`src/rtl/riscv_pu_memory_unit.sv`:
```
// Memory-access stage: issues one AXI4-Lite read or write per load/store,
// stalls upstream until the response, then registers the MEM/WB bundle.
module riscv_pu_memory_unit #(
  parameter int ADDR_WIDTH = 64,
  parameter int DATA_WIDTH = 64
) (
  input  logic                  clk,
  input  logic                  nreset,
  input  logic                  enable,
  input  logic [2:0]            i_width,
  input  logic                  i_jump,
  input  logic                  i_rd_write,
  input  logic                  i_read,
  input  logic                  i_write,
  input  logic                  i_wb_src,
  input  logic                  i_valid_instr,
  input  logic [DATA_WIDTH-1:0] i_pc,
  input  logic [DATA_WIDTH-1:0] i_alu_data,
  input  logic [DATA_WIDTH-1:0] i_rs2_data,
  input  logic [4:0]            i_rd_addr,
  output logic                  o_stall,
  output logic                  o_jump,
  output logic                  o_rd_write,
  output logic                  o_wb_src,
  output logic                  o_valid_instr,
  output logic                  o_mem_err,
  output logic [DATA_WIDTH-1:0] o_pc,
  output logic [DATA_WIDTH-1:0] o_alu_data,
  output logic [DATA_WIDTH-1:0] o_mem_data,
  output logic [4:0]            o_rd_addr,
  output logic [ADDR_WIDTH-1:0] m_araddr,
  output logic                  m_arvalid,
  input  logic                  m_arready,
  input  logic [DATA_WIDTH-1:0] m_rdata,
  input  logic [1:0]            m_rresp,
  input  logic                  m_rvalid,
  output logic                  m_rready,
  output logic [ADDR_WIDTH-1:0] m_awaddr,
  output logic                  m_awvalid,
  input  logic                  m_awready,
  output logic [DATA_WIDTH-1:0] m_wdata,
  output logic [7:0]            m_wstrb,
  output logic                  m_wvalid,
  input  logic                  m_wready,
  input  logic [1:0]            m_bresp,
  input  logic                  m_bvalid,
  output logic                  m_bready
);

  typedef enum logic [2:0] {S_IDLE, S_RD_ADDR, S_RD_DATA, S_WR_REQ, S_WR_RESP} state_t;

  state_t                r_state, w_next;
  logic [ADDR_WIDTH-1:0] r_addr;
  logic [DATA_WIDTH-1:0] r_wdata;
  logic [7:0]            r_wstrb;
  logic [2:0]            r_width;
  logic                  r_aw_done, r_w_done;
  // Response that arrived while enable=0; retired on the next enabled cycle.
  logic                  r_pend, r_pend_err;
  logic [DATA_WIDTH-1:0] r_pend_data;

  logic [2:0]            w_lane;
  logic                  w_misal, w_memop, w_start, w_done, w_resp_err;
  logic [7:0]            w_strb_base;
  logic [DATA_WIDTH-1:0] w_sh, w_fmt, w_done_data;

  assign w_lane  = i_alu_data[2:0];
  assign w_memop = i_valid_instr && (i_read || i_write) && enable;

  always_comb begin
    case (i_width[1:0])
      2'b00:   begin w_misal = 1'b0;             w_strb_base = 8'h01; end
      2'b01:   begin w_misal = i_alu_data[0];    w_strb_base = 8'h03; end
      2'b10:   begin w_misal = |i_alu_data[1:0]; w_strb_base = 8'h0F; end
      default: begin w_misal = |i_alu_data[2:0]; w_strb_base = 8'hFF; end
    endcase
  end

  assign w_start = (r_state == S_IDLE) && w_memop && !w_misal && !r_pend;
  assign w_done  = ((r_state == S_RD_DATA) && m_rvalid) || ((r_state == S_WR_RESP) && m_bvalid);
  assign o_stall = ((r_state != S_IDLE) && !w_done) || w_start;

  assign w_sh = m_rdata >> {r_addr[2:0], 3'b000};
  always_comb begin
    case (r_width)
      3'b000:  w_fmt = {{(DATA_WIDTH-8){w_sh[7]}},   w_sh[7:0]};
      3'b001:  w_fmt = {{(DATA_WIDTH-16){w_sh[15]}}, w_sh[15:0]};
      3'b010:  w_fmt = {{(DATA_WIDTH-32){w_sh[31]}}, w_sh[31:0]};
      3'b100:  w_fmt = {{(DATA_WIDTH-8){1'b0}},      w_sh[7:0]};
      3'b101:  w_fmt = {{(DATA_WIDTH-16){1'b0}},     w_sh[15:0]};
      3'b110:  w_fmt = {{(DATA_WIDTH-32){1'b0}},     w_sh[31:0]};
      default: w_fmt = m_rdata;
    endcase
  end

  assign w_resp_err  = (r_state == S_RD_DATA) ? (m_rresp != 2'b00) : (m_bresp != 2'b00);
  assign w_done_data = (r_state == S_RD_DATA) ? w_fmt : '0;

  // FSM: state register
  always_ff @(posedge clk or negedge nreset) begin
    if (!nreset) r_state <= S_IDLE;
    else         r_state <= w_next;
  end

  // FSM: next state (bus handshakes progress independently of enable)
  always_comb begin
    w_next = r_state;
    case (r_state)
      S_IDLE:    if (w_start) w_next = i_read ? S_RD_ADDR : S_WR_REQ;
      S_RD_ADDR: if (m_arready) w_next = S_RD_DATA;
      S_RD_DATA: if (m_rvalid) w_next = S_IDLE;
      S_WR_REQ:  if ((r_aw_done || m_awready) && (r_w_done || m_wready)) w_next = S_WR_RESP;
      S_WR_RESP: if (m_bvalid) w_next = S_IDLE;
      default:   w_next = S_IDLE;
    endcase
  end

  // FSM: bus outputs
  always_comb begin
    m_arvalid = (r_state == S_RD_ADDR);
    m_rready  = (r_state == S_RD_DATA);
    m_awvalid = (r_state == S_WR_REQ) && !r_aw_done;
    m_wvalid  = (r_state == S_WR_REQ) && !r_w_done;
    m_bready  = (r_state == S_WR_RESP);
    m_araddr  = m_arvalid ? r_addr  : '0;
    m_awaddr  = m_awvalid ? r_addr  : '0;
    m_wdata   = m_wvalid  ? r_wdata : '0;
    m_wstrb   = m_wvalid  ? r_wstrb : '0;
  end

  always_ff @(posedge clk or negedge nreset) begin
    if (!nreset) begin
      r_addr      <= '0;
      r_wdata     <= '0;
      r_wstrb     <= '0;
      r_width     <= '0;
      r_aw_done   <= 1'b0;
      r_w_done    <= 1'b0;
      r_pend      <= 1'b0;
      r_pend_err  <= 1'b0;
      r_pend_data <= '0;
    end else begin
      if (w_start) begin
        r_addr  <= i_alu_data[ADDR_WIDTH-1:0];
        r_wdata <= i_rs2_data << {w_lane, 3'b000};
        r_wstrb <= w_strb_base << w_lane;
        r_width <= i_width;
      end
      if (r_state == S_WR_REQ) begin
        if (w_next == S_WR_RESP) begin
          r_aw_done <= 1'b0;
          r_w_done  <= 1'b0;
        end else begin
          if (m_awvalid && m_awready) r_aw_done <= 1'b1;
          if (m_wvalid && m_wready)   r_w_done  <= 1'b1;
        end
      end
      if (w_done && !enable) begin
        r_pend      <= 1'b1;
        r_pend_err  <= w_resp_err;
        r_pend_data <= w_done_data;
      end else if ((r_state == S_IDLE) && enable) begin
        r_pend <= 1'b0;
      end
    end
  end

  // MEM/WB next values; w_wb_ld=0 holds the registers
  logic                  w_wb_ld, w_nx_vld, w_nx_err, w_nx_rdw, w_nx_jump, w_nx_wbs;
  logic [DATA_WIDTH-1:0] w_nx_pc, w_nx_alu, w_nx_mem;
  logic [4:0]            w_nx_rd;
  logic                  w_bubble;

  always_comb begin
    w_wb_ld   = 1'b0;
    w_bubble  = 1'b0;
    w_nx_err  = 1'b0;
    w_nx_mem  = '0;
    if (enable) begin
      w_wb_ld = 1'b1;
      if (w_done) begin
        w_nx_err = w_resp_err;
        w_nx_mem = w_done_data;
      end else if ((r_state == S_IDLE) && r_pend) begin
        w_nx_err = r_pend_err;
        w_nx_mem = r_pend_data;
      end else if ((r_state == S_IDLE) && !w_start) begin
        w_nx_err = w_memop && w_misal;
      end else begin
        w_bubble = 1'b1;
      end
    end
    w_nx_vld  = !w_bubble && i_valid_instr;
    w_nx_rdw  = !w_bubble && i_rd_write && !w_nx_err;
    w_nx_jump = !w_bubble && i_jump;
    w_nx_wbs  = !w_bubble && i_wb_src;
    w_nx_pc   = w_bubble ? '0 : i_pc;
    w_nx_alu  = w_bubble ? '0 : i_alu_data;
    w_nx_rd   = w_bubble ? '0 : i_rd_addr;
    if (w_bubble) w_nx_err = 1'b0;
  end

  always_ff @(posedge clk or negedge nreset) begin
    if (!nreset) begin
      o_valid_instr <= 1'b0;
      o_mem_err     <= 1'b0;
      o_rd_write    <= 1'b0;
      o_jump        <= 1'b0;
      o_wb_src      <= 1'b0;
      o_pc          <= '0;
      o_alu_data    <= '0;
      o_mem_data    <= '0;
      o_rd_addr     <= '0;
    end else if (w_wb_ld) begin
      o_valid_instr <= w_nx_vld;
      o_mem_err     <= w_nx_err;
      o_rd_write    <= w_nx_rdw;
      o_jump        <= w_nx_jump;
      o_wb_src      <= w_nx_wbs;
      o_pc          <= w_nx_pc;
      o_alu_data    <= w_nx_alu;
      o_mem_data    <= w_nx_mem;
      o_rd_addr     <= w_nx_rd;
    end
  end

endmodule

```
`config.mk`:
```
export PLATFORM = sky130hd
export DESIGN_NAME = riscv_pu_memory_unit
export DESIGN_NICKNAME = d
export VERILOG_FILES = /design/src/rtl/riscv_pu_memory_unit.sv
export SDC_FILE = /design/constraint.sdc
export NUM_CORES = 1
export LEC_CHECK = 0
export CAP_MARGIN = 10
export CORE_AREA = 3 3 269 271
export CTS_BUF_LIST = sky130_fd_sc_hd__clkbuf_2 sky130_fd_sc_hd__clkbuf_4 sky130_fd_sc_hd__clkbuf_8
export DETAILED_ROUTE_END_ITERATION = 8
export DIE_AREA = 0 0 272 274
export GPL_TIMING_DRIVEN = 0
export PLACE_DENSITY_LB_ADDON = 0.1
export REMOVE_ABC_BUFFERS = 1
export SLEW_MARGIN = 20
export SYNTH_ARGS = -nofsm -noshare
export SYNTH_HDL_FRONTEND = slang
export SYNTH_SLANG_ARGS = --single-unit
export TNS_END_PERCENT = 5
```
`constraint.sdc`:
```
create_clock -name clk -period 5.2 [get_ports clk]
set_input_delay 1.3 -clock clk [delete_from_list [all_inputs] [get_ports clk]]
set_output_delay 1.3 -clock clk [all_outputs]
set_load 0.005 [all_outputs]
```
==> summary.md <==
| Metric | Value |
|---|---|
| Port Buffer Count | 689 |
| Post-synth top area cell | dfrtp_1 |
| CTS Hold Bufs | 0 |
| First-pass GRT wire length | 125,700 um |
| Pre-Repair DR Iteration Count | 6 |
| Post-detail-place hpwl | 62,160 um |
| Sequential fraction of the synthesis area | 48.09% |
| Hold Path Class | input port to async pin |
| Crit-path slowest cell | a21oi_2 |
| Gpl congestion | 0.8964 |
| Synthesized area | 21,440 um^2 |
| Fmax | 199.7 MHz |
| Leakage | 0.01313 uW |
| Netlist cell types | 67 |
| Initial antenna violation count | 14 |
| CTS buffer count | 80 |
| Setup-failing EPs final | 0 |
| Hold Fails Final Rpt | 0 |
| Post-Syn Area per Cell | 9.400 um^2 |
| Final ANT Viol Nets | 0 |
| Clk buf depth | 3 |
| Synth top area share | 48.09% |
| Hold_ws | 0.4526 ns |
| Worst skew pair latency | 0.66 ns |
| Vias after detailed routing | 19,490 |
| Max Cap Violations | 0 |
| Pin count of the biggest net entering global routing | 113 |
| EDFF count, synth | 0 |
| CP Capture Type | primary output |
| DRT iter0 DRCs | 1,286 |
| Fin crit share | 96.28% |
| Total power draw | 14,080 uW |
| Ys Warns | 0 |
| Routed len/inst | 21.96 um |
| Placed Area | 29,560 um^2 |
| Total GRT Usage | 21.90% |
| Total Wirelength | 85,580 um |
| Flops & latches, synth | 412 |
| Share of cells above drive strength 1 | 11.93% |
| Startpoint Class | input port |
| Core area | 70,030 um^2 |
| Root Buffer | clkbuf_8 |
| Primary FF master, synth | dfrtp_1 |
| CP required | 3.90 ns |
| Final Instance Area | 31,290 um^2 |
| Vias in the first global route | 19,210 |
| Area contributors post-synth | dfrtp_1 (48%), and2_1 (5.8%), mux2_2 (5.5%), nand2_1 (5.4%), o22ai_1 (4.2%) |
| Status | finished, final reports clean |
| Max FO, Critical Path | 23 |
| Most frequent cells after synthesis | dfrtp_1 (412), nand2_1 (309), and2_1 (198), inv_1 (145) |
| Top-count cell post-synth | dfrtp_1 |
| # DRC | 0 |
| Clock-pin slew on the worst setup and hold paths | 0.06 ns |
| Initial core utilization | 30.62% |
| Max IR drop VDD | 0.0002444 V |
| Syn-to-layout area delta | 45.92% |
| Slew Limit Fails | 0 |
| Cell Chain, Critical Path | clkdlybuf4s50_1 > nand3b_1 > a21oi_2 > buf_8 > a21oi_4 > buf_12 > buf_16 > buf_16 > clkdlybuf4s50_1 |
| Syn Inst Count | 2,281 |
| RSZ-0062 raised after global routing | false |
| Tmin final | 5.007 ns |
| Final core occ | 44.67% |
| Asr flop ratio synth | 100.0% |
| Slew @ Worst Pin | 1.169 ns |
| Die Ht | 274 um |
| Critical path arrival | 3.71 ns |
| # rows | 97 |
| Remaining global-route overflow | 0 |
| CP peak stage delay | 0.52 ns |
| PD cells | 450.0 nW/um^2 |
| Crit path kind | input port to primary output |
| Die X-Extent | 272 um |
| H-tree levels | 3 |
| Setup Skew | 0.03499 ns |
| Total Nets Final | 3,180 |
| Drt via density | 5.002 |
| I/O pins | 690 |
| Clock Sinks | 412 |
| Die footprint | 74,530 um^2 |
| CTS tree | done |
| Headroom to the max-slew limit | 22.06% |
==> cell usage in the layout (no fill, tap or decap), drive strengths merged, types with 8 or more instances in the layout <==
cell,count
a211oi,22
a21oi,120
a311oi,8
a31o,8
and2,203
and3b,8
buf,43
clkbuf,121
clkdlybuf4s50,684
clkinv,10
dfrtp,412
inv,150
mux2,104
mux2i,61
mux4,17
nand2,309
nand2b,16
nor2,77
nor2b,84
nor3,25
o211ai,12
o21a,8
o21ai,144
o22ai,144
o31ai,62
==> where the power goes <==
| part | total (uW) | switching [uW] | internal, uW |
|---|---|---|---|
| clock network | 3280 | 1480 | 1800 |
| logic | 5660 | 2850 | 2800 |
| registers | 5140 | 822 | 4320 |
==> area by class of cell <==
class	instances	area (um^2)
multi-input cells	1526	9827
clock buffers	119	1463
inverters	148	556.8
repair buffers	730	7812
clock inverters	15	118.9
flip-flops and latches	412	10310
diodes	7	17.52
well taps	940	1176
fillers	6824	38740
==> state kept, by name (all words and copies together), names as in the netlist, 3 cells and up <==
register,cells
o_alu_data,64
o_mem_data,64
o_pc,64
o_rd_addr,5
r_addr,64
r_pend_data,64
r_state,3
r_wdata,64
r_width,3
r_wstrb,8
==> worst paths after layout <==
| kind | from | endpoint | slack, ns | cells past startpoint |
|---|---|---|---|---|
| setup reg to reg | r_state[1]$_DFF_PN0_ | r_pend_data[21]$_DFFE_PN0P_ | 1.42 | 6 |
| hold reg to reg | r_wdata[26]$_DFFE_PN0P_ | r_wdata[26]$_DFFE_PN0P_ | 0.47 | 2 |
| hold / removal | nreset | o_mem_data[12]$_DFFE_PN0P_ | 0.45 | 1 |
| min in group clk | r_wdata[26]$_DFFE_PN0P_ | r_wdata[26]$_DFFE_PN0P_ | 0.47 | 2 |
| setup / recovery | m_bvalid | o_stall | 0.19 | 9 |
| max in group asynchronous | nreset | o_alu_data[9]$_DFFE_PN0P_ | 3.22 | 4 |
==> cell families (layout without fill, tap and decap cells) <==
family	after synthesis	count (layout)	share of synthesized area, %
compound gates	591	591	17.48
xor+xnor	1	1	0.04086
buf+inv	343	1012	6.513
flops	412	412	48.09
mux	182	182	10.10
other cells	0	7	0
simple gates	752	752	17.79
==> what timing repair did <==
action,CTS,global route
gates cloned,1,2
gates resized for setup,1,0
buffers inserted,2,0
setup endpoints to repair,1,1
pin swaps,1,0
==> metal layers <==
| metal | GRT usage (%) | up-vias | part of all wire (%) |
|---|---|---|---|
| met5 | 0 | - | 0.11 |
| met4 | 7.103 | 14 | 2.6 |
| met3 | 5.390 | 122 | 6.8 |
| met2 | 37.11 | 711 | 49 |
| met1 | 27.42 | 9503 | 42 |
| li1 | - | 9142 | - |
==> per-stage QoR <==
stage          worst slack, ns  instances  TNS (ns)
6_report                0.1934       3897         0
5_1_grt                0.06189       3896         0
4_1_cts                0.03753       3887         0
3_5_place_dp           -0.6306       3750   -0.6306
3_3_place_gp            -18.79       3715         -
2_1_floorplan           -2.727       2086   -422.53
==> worst max-delay path: cells and delay by family <==
kind | cells | cell delay [ns]
buf+inv | 6 | 1.69
compound gates | 2 | 0.56
simple gates | 1 | 0.11
(Power assumes the default switching activity.)
